<file path="src/rtl/seq_pkg.sv">
// Shared codes for the write-select sequencer and the register write-enable decoder.
package seq_pkg;

  localparam logic [2:0] SEL_AC    = 3'b000;
  localparam logic [2:0] SEL_AR    = 3'b001;
  localparam logic [2:0] SEL_DR    = 3'b010;
  localparam logic [2:0] SEL_IR    = 3'b011;
  localparam logic [2:0] SEL_PC    = 3'b100;
  localparam logic [2:0] SEL_R     = 3'b101;
  localparam logic [2:0] SEL_TR    = 3'b110;
  localparam logic [2:0] SEL_MEMWR = 3'b111;

  localparam logic [2:0] OP_NOP = 3'd0;
  localparam logic [2:0] OP_LDA = 3'd1;
  localparam logic [2:0] OP_STA = 3'd2;
  localparam logic [2:0] OP_JMP = 3'd3;
  localparam logic [2:0] OP_JZ  = 3'd4;
  localparam logic [2:0] OP_HLT = 3'd5;

  typedef enum logic [3:0] {
    S_IDLE, S_F0, S_F1, S_F2, S_DEC, S_EX0, S_LD1, S_LD2, S_ST1, S_HALT
  } state_e;

  // cap: write_en follows mem_ready so the DR capture lands on the completion cycle
  typedef struct packed {
    logic [2:0] sel;
    logic       wen;
    logic       inc;
    logic       rd;
    logic       cap;
  } strobe_t;

  function automatic logic is_mem_wait(input state_e s);
    return (s == S_F1) || (s == S_LD1) || (s == S_ST1);
  endfunction

endpackage

</file>
<file path="src/rtl/seq_step_counter.sv">
// Saturating up-counter with synchronous clear; used for the T-step and the memory wait count.
module seq_step_counter #(
  parameter int W = 3
) (
  input  logic         clk,
  input  logic         rst,
  input  logic         clr,
  input  logic         en,
  output logic [W-1:0] cnt
);

  always_ff @(posedge clk) begin
    if (rst || clr)
      cnt <= '0;
    else if (en && (cnt != '1))
      cnt <= cnt + W'(1);
  end

endmodule

</file>
<file path="src/rtl/write_select_sequencer.sv">
// Fetch/decode/execute sequencer driving the register write-select decoder.
// Optional memory-wait timeout: define SEQ_MEM_TIMEOUT_EN.
module write_select_sequencer
  import seq_pkg::*;
#(
  parameter int OPW         = 3,
  parameter int MEM_TIMEOUT = 15
) (
  input  logic           clk,
  input  logic           rst,
  input  logic           start,
  input  logic [OPW-1:0] opcode,
  input  logic           ac_zero,
  input  logic           mem_ready,
  output logic [2:0]     write_sel,
  output logic           write_en,
  output logic           inc_pc,
  output logic           mem_read,
  output logic [2:0]     step,
  output logic           halted,
  output logic           err
);

  state_e         state_q, state_d;
  strobe_t        stb_q, stb_d;
  logic [OPW-1:0] op_q;
  logic           halted_q, err_q, err_set;
  logic           waiting, timeout;

  assign waiting = is_mem_wait(state_q);

`ifdef SEQ_MEM_TIMEOUT_EN
  localparam int TW = $clog2(MEM_TIMEOUT + 1);
  logic [TW-1:0] wait_cnt;

  // any state change clears, so every entry into a wait state starts from zero
  seq_step_counter #(.W(TW)) u_wait_cnt (
    .clk (clk),
    .rst (rst),
    .clr (state_d != state_q),
    .en  (waiting && !mem_ready),
    .cnt (wait_cnt)
  );

  assign timeout = waiting && !mem_ready && (wait_cnt == TW'(MEM_TIMEOUT - 1));
`else
  assign timeout = 1'b0;
`endif

  always_comb begin
    state_d = state_q;
    stb_d   = '0;
    err_set = timeout;

    case (state_q)
      S_IDLE: if (start) state_d = S_F0;
      S_F0:   state_d = S_F1;
      S_F1: begin
        if (mem_ready)    state_d = S_F2;
        else if (timeout) state_d = S_F0;
      end
      S_F2:   state_d = S_DEC;
      S_DEC:  state_d = S_EX0;
      S_EX0: begin
        case (op_q)
          OPW'(OP_LDA): state_d = S_LD1;
          OPW'(OP_STA): state_d = S_ST1;
          OPW'(OP_HLT): state_d = S_HALT;
          default:      state_d = S_F0;
        endcase
      end
      S_LD1: begin
        if (mem_ready)    state_d = S_LD2;
        else if (timeout) state_d = S_F0;
      end
      S_LD2:  state_d = S_F0;
      S_ST1:  if (mem_ready || timeout) state_d = S_F0;
      S_HALT: state_d = S_HALT;
      default: state_d = S_IDLE;
    endcase

    // strobes are registered for the state being entered
    case (state_d)
      S_F0: begin
        stb_d.sel = SEL_AR;
        stb_d.wen = 1'b1;
      end
      S_F1, S_LD1: begin
        stb_d.sel = SEL_DR;
        stb_d.rd  = 1'b1;
        stb_d.cap = 1'b1;
      end
      S_F2: begin
        stb_d.sel = SEL_IR;
        stb_d.wen = 1'b1;
        stb_d.inc = 1'b1;
      end
      S_EX0: begin
        // EX0 is only entered from DEC, where opcode and ac_zero are live
        case (opcode)
          OPW'(OP_LDA), OPW'(OP_STA): begin
            stb_d.sel = SEL_AR;
            stb_d.wen = 1'b1;
          end
          OPW'(OP_JMP): begin
            stb_d.sel = SEL_PC;
            stb_d.wen = 1'b1;
          end
          OPW'(OP_JZ): begin
            stb_d.sel = SEL_PC;
            stb_d.wen = ac_zero;
          end
          OPW'(OP_NOP), OPW'(OP_HLT): ;
          default: err_set = 1'b1;
        endcase
      end
      S_LD2: begin
        stb_d.sel = SEL_AC;
        stb_d.wen = 1'b1;
      end
      S_ST1: begin
        stb_d.sel = SEL_MEMWR;
        stb_d.wen = 1'b1;
      end
      default: ;
    endcase
  end

  always_ff @(posedge clk) begin
    if (rst) begin
      state_q  <= S_IDLE;
      stb_q    <= '0;
      op_q     <= '0;
      halted_q <= 1'b0;
      err_q    <= 1'b0;
    end else begin
      state_q  <= state_d;
      stb_q    <= stb_d;
      if (state_q == S_DEC) op_q <= opcode;
      halted_q <= halted_q | (state_d == S_HALT);
      err_q    <= err_q | err_set;
    end
  end

  // step holds at zero outside an instruction and restarts at every fetch
  seq_step_counter #(.W(3)) u_step (
    .clk (clk),
    .rst (rst),
    .clr ((state_d == S_F0) || (state_d == S_IDLE)),
    .en  (1'b1),
    .cnt (step)
  );

  assign write_sel = stb_q.sel;
  assign write_en  = stb_q.wen | (stb_q.cap & mem_ready);
  assign inc_pc    = stb_q.inc;
  assign mem_read  = stb_q.rd;
  assign halted    = halted_q;
  assign err       = err_q;

endmodule

</file>
<file path="config.mk">
export PLATFORM = sky130hd
export DESIGN_NAME = write_select_sequencer
export DESIGN_NICKNAME = d
export VERILOG_FILES = /design/src/rtl/seq_pkg.sv /design/src/rtl/seq_step_counter.sv /design/src/rtl/write_select_sequencer.sv
export SDC_FILE = /design/constraint.sdc
export NUM_CORES = 1
export LEC_CHECK = 0
export CAP_MARGIN = 20
export CORE_ASPECT_RATIO = 1.75
export CORE_MARGIN = 4
export CORE_UTILIZATION = 24
export DETAILED_ROUTE_END_ITERATION = 16
export GPL_ROUTABILITY_DRIVEN = 1
export SLEW_MARGIN = 40
export SYNTH_ARGS = -nofsm -noshare
export SYNTH_HDL_FRONTEND = slang
export SYNTH_SLANG_ARGS = --single-unit
</file>
<file path="constraint.sdc">
create_clock -name clk -period 1.5 [get_ports clk]
set_input_delay 0.3 -clock clk [delete_from_list [all_inputs] [get_ports clk]]
set_output_delay 0.3 -clock clk [all_outputs]
set_load 0.02 [all_outputs]
</file>
==> results.sh <==
export IMPL_met1_usage_pct=9.35
export IMPL_start_util_pct=25.5
export IMPL_grt_overflow=0
export IMPL_ys_ff_latch=18
export IMPL_hold_path_class="flop to flop"
export IMPL_synth_edf_count=0
export IMPL_seq_area_frac_synth_pct=38.2
export IMPL_violations="setup timing"
export IMPL_crit_start="state_q[0]"
export IMPL_yosys_warnings=0
export IMPL_crit_arrival_ps=1730
export IMPL_top_usage_layer="met2"
export IMPL_grt_use_met2_pct=16.7
export IMPL_fmax_ghz=0.646
export IMPL_grt_usage_pct=9.30
export IMPL_p_leak_nw=0.631
export IMPL_layout_cells_non_filler=182
export IMPL_switching_share_pct=26.4
export IMPL_port_buffers=18
export IMPL_fin_setup_tns_ps=-76.3
export IMPL_powerDensity_mw_per_mm2=831
export IMPL_grt_pass1_wl_mm=3.82
export IMPL_seqPwrFrac_pct=43.6
export IMPL_rsz0062_at_grt="true"
export IMPL_use_met3_pct=2.43
export IMPL_r2r_slack_ps=-50
export IMPL_insertedDiodeCount=0
export IMPL_wl_mm=2.45
export IMPL_switchingPower_uw=318
export IMPL_rows=29
export IMPL_via_per_inst=4.80
export IMPL_synth_main_ff_cell="dfxtp_1"
export IMPL_critPathCapture="write_sel[0]"
export IMPL_fin_crit_ps=1550
export IMPL_r2r_cells=5
export IMPL_globalplace_congestion=0.864
export IMPL_peakVddDrop_mv=0.624
export IMPL_die_x_um=55.4
export IMPL_synth_distinct_cells=40
export IMPL_core_area_sq_mm=0.00370
export IMPL_power_frac_clock_pct=32.2
export IMPL_clock_tree_root_cell="clkbuf_8"
export IMPL_cp_end_kind="flop"
export IMPL_power_mw=1.21
export IMPL_final_max_slew_viol_count=0
export IMPL_syn_nets=109
export IMPL_cts_tree="built"
export IMPL_critPathKind="flop to flop"
export IMPL_skew_ps=2.23
export IMPL_ios=19
export IMPL_vias=874
export IMPL_dp_cells=173
export IMPL_hold_viol=0
export IMPL_timing_rr_end="write_sel[0]"
export IMPL_clk_latency_ps=250
export IMPL_cts_max_level=1
export IMPL_area_growth_pct=54.1
export IMPL_worstPathRequired_ps=1680
export IMPL_drtPass1Iterations=5
export IMPL_layout_nets=147
export IMPL_dieArea_sq_mm=0.00503
export IMPL_clk_pin_slew_ps=70
export IMPL_antenna_found_initial=0
export IMPL_cp_start_kind="flop"
export IMPL_worst_slack_ps=-48.3
export IMPL_drive_gt1_share_pct=39.0
export IMPL_slew_limit_headroom_pct=74.5
export IMPL_cts_buffers=3
export IMPL_drc=0
export IMPL_reg2reg_from="state_q[0]"
export IMPL_synth_cells=99
export IMPL_p_int_uw=887
export IMPL_final_antenna_net_count=0
export IMPL_critPathMaxFanout=4
export IMPL_seq_area_sq_um=370
export IMPL_fin_crit_sh_pct=103
export IMPL_cts_max_path_buffers=2
export IMPL_multi_input_area_sq_um=613
export IMPL_max_slew_worst_pin_slew_ps=382
export IMPL_max_cap_violations=0
export IMPL_whs_ps=480
export IMPL_outcome="finished with violations"
export IMPL_clock_sinks=18
export IMPL_syn_area_sq_um=942
export IMPL_fillerInstances=381
export IMPL_async_flop_share_pct=0
export IMPL_first_global_vias=859
export IMPL_placed_area_sq_mm=0.00126
export IMPL_cts_hold_buf=0
export IMPL_setup_viol=3
export IMPL_avgSynthCellArea_sq_um=9.52
export IMPL_combPwrFrac_pct=24.1
export IMPL_drt_initial_drc_count=21
export IMPL_wl_per_cell_um=13.4
export IMPL_die_y_um=90.9
export IMPL_fin_area_sq_mm=0.00145
export IMPL_dpl_hpwl_mm=1.77
export IMPL_grt_max_degree=12
[worst max-delay path, cell delays in order (launching register included)]
cell	delay, ps
dfxtp_2	350
mux2_4	300
a32oi_2	200
o211ai_2	170
or2_4	290
a31oi_4	160
[stage by stage]
| step | setup WS, ps | util [%] |
|---|---|---|
| after detailed placement | -422 | 34.0 |
| after global placement | -457 | 34.0 |
| after floorplan | 105 | - |
| after global routing | -76.1 | 39.2 |
| final | -48.3 | 39.2 |
| after CTS | -47.1 | 36.4 |
[worst min path at each step]
stage,startpoint,to,depth (start not counted)
after global placement,halted,halted,2
after global routing,halted,halted,2
after detailed placement,halted,halted,2
final,err,err,2
after CTS,err,err,2
after floorplan,rst,state_q[0],1
[cell families after synthesis]
group	Yosys count	share of synthesized area, %
xor gates and xnor gates	3	2.79
buffers and inverters	9	5.58
adders and majority gates	2	2.66
DFF	18	38.2
and+or+nand+nor	37	23.9
muxes	6	6.51
AOI/OAI and AO/OA	24	20.3
[cell usage after synthesis (all sizes together) (3+ instances only)]
cell | instances | area, sq um
dfxtp | 18 | 360
nor2 | 16 | 60.1
a21oi | 5 | 28.8
buf | 5 | 37.5
mux2i | 5 | 50.1
nor3b | 5 | 37.5
nor2b | 4 | 32.5
a211oi | 3 | 27.5
a31oi | 3 | 18.8
inv | 3 | 11.3
nand2b | 3 | 18.8
o21ai | 3 | 15.0
[layout make-up]
| cell class | count | share of cell area, % |
|---|---|---|
| timing repair buffer | 39 | 23.7 |
| multi-input combinational | 72 | 42.2 |
| tap | 46 | 3.97 |
| inverter | 3 | 0.776 |
| sequential | 18 | 25.5 |
| clock buffer | 4 | 3.79 |
[flip-flops by register name, indices dropped and copies added, names as in the netlist]
| register | count |
|---|---|
| state_q | 4 |
| op_q | 3 |
| u_step.cnt | 3 |
| write_sel | 3 |
| err | 1 |
| halted | 1 |
| inc_pc | 1 |
| mem_read | 1 |
| stb_q | 1 |
[layout by cell type, fill, tap and decap left out, types with 4 or more instances in the layout]
master           count
buf_4               18
nor2_1              16
dfxtp_1             12
clkdlybuf4s50_1      8
dlygate4sd2_1        8
mux2i_1              5
dfxtp_2              5
a21oi_2              4
clkbuf_8             4
[power groups by stage]
stage | Combinational [mW] | Clock (mW) | Sequential, mW
2_1_floorplan | 0.133 | 0 | 0.539
3_3_place_gp | 0.252 | 0 | 0.536
3_5_place_dp | 0.255 | 0 | 0.537
4_1_cts | 0.264 | 0.397 | 0.529
5_1_grt | 0.312 | 0.416 | 0.530
6_report | 0.291 | 0.389 | 0.526
[repair_timing]
item	CTS	global route
buffers inserted	0	5
gates resized for setup	19	18
setup endpoints to repair	17	12
pin swaps	4	5
[routing by layer]
metal | up-vias | wire length [um]
met5 | - | 0
met1 | 421 | 931
met3 | 10 | 89
met2 | 19 | 1320
met4 | 0 | 99
li1 | 424 | -
(Power assumes the default switching activity.)
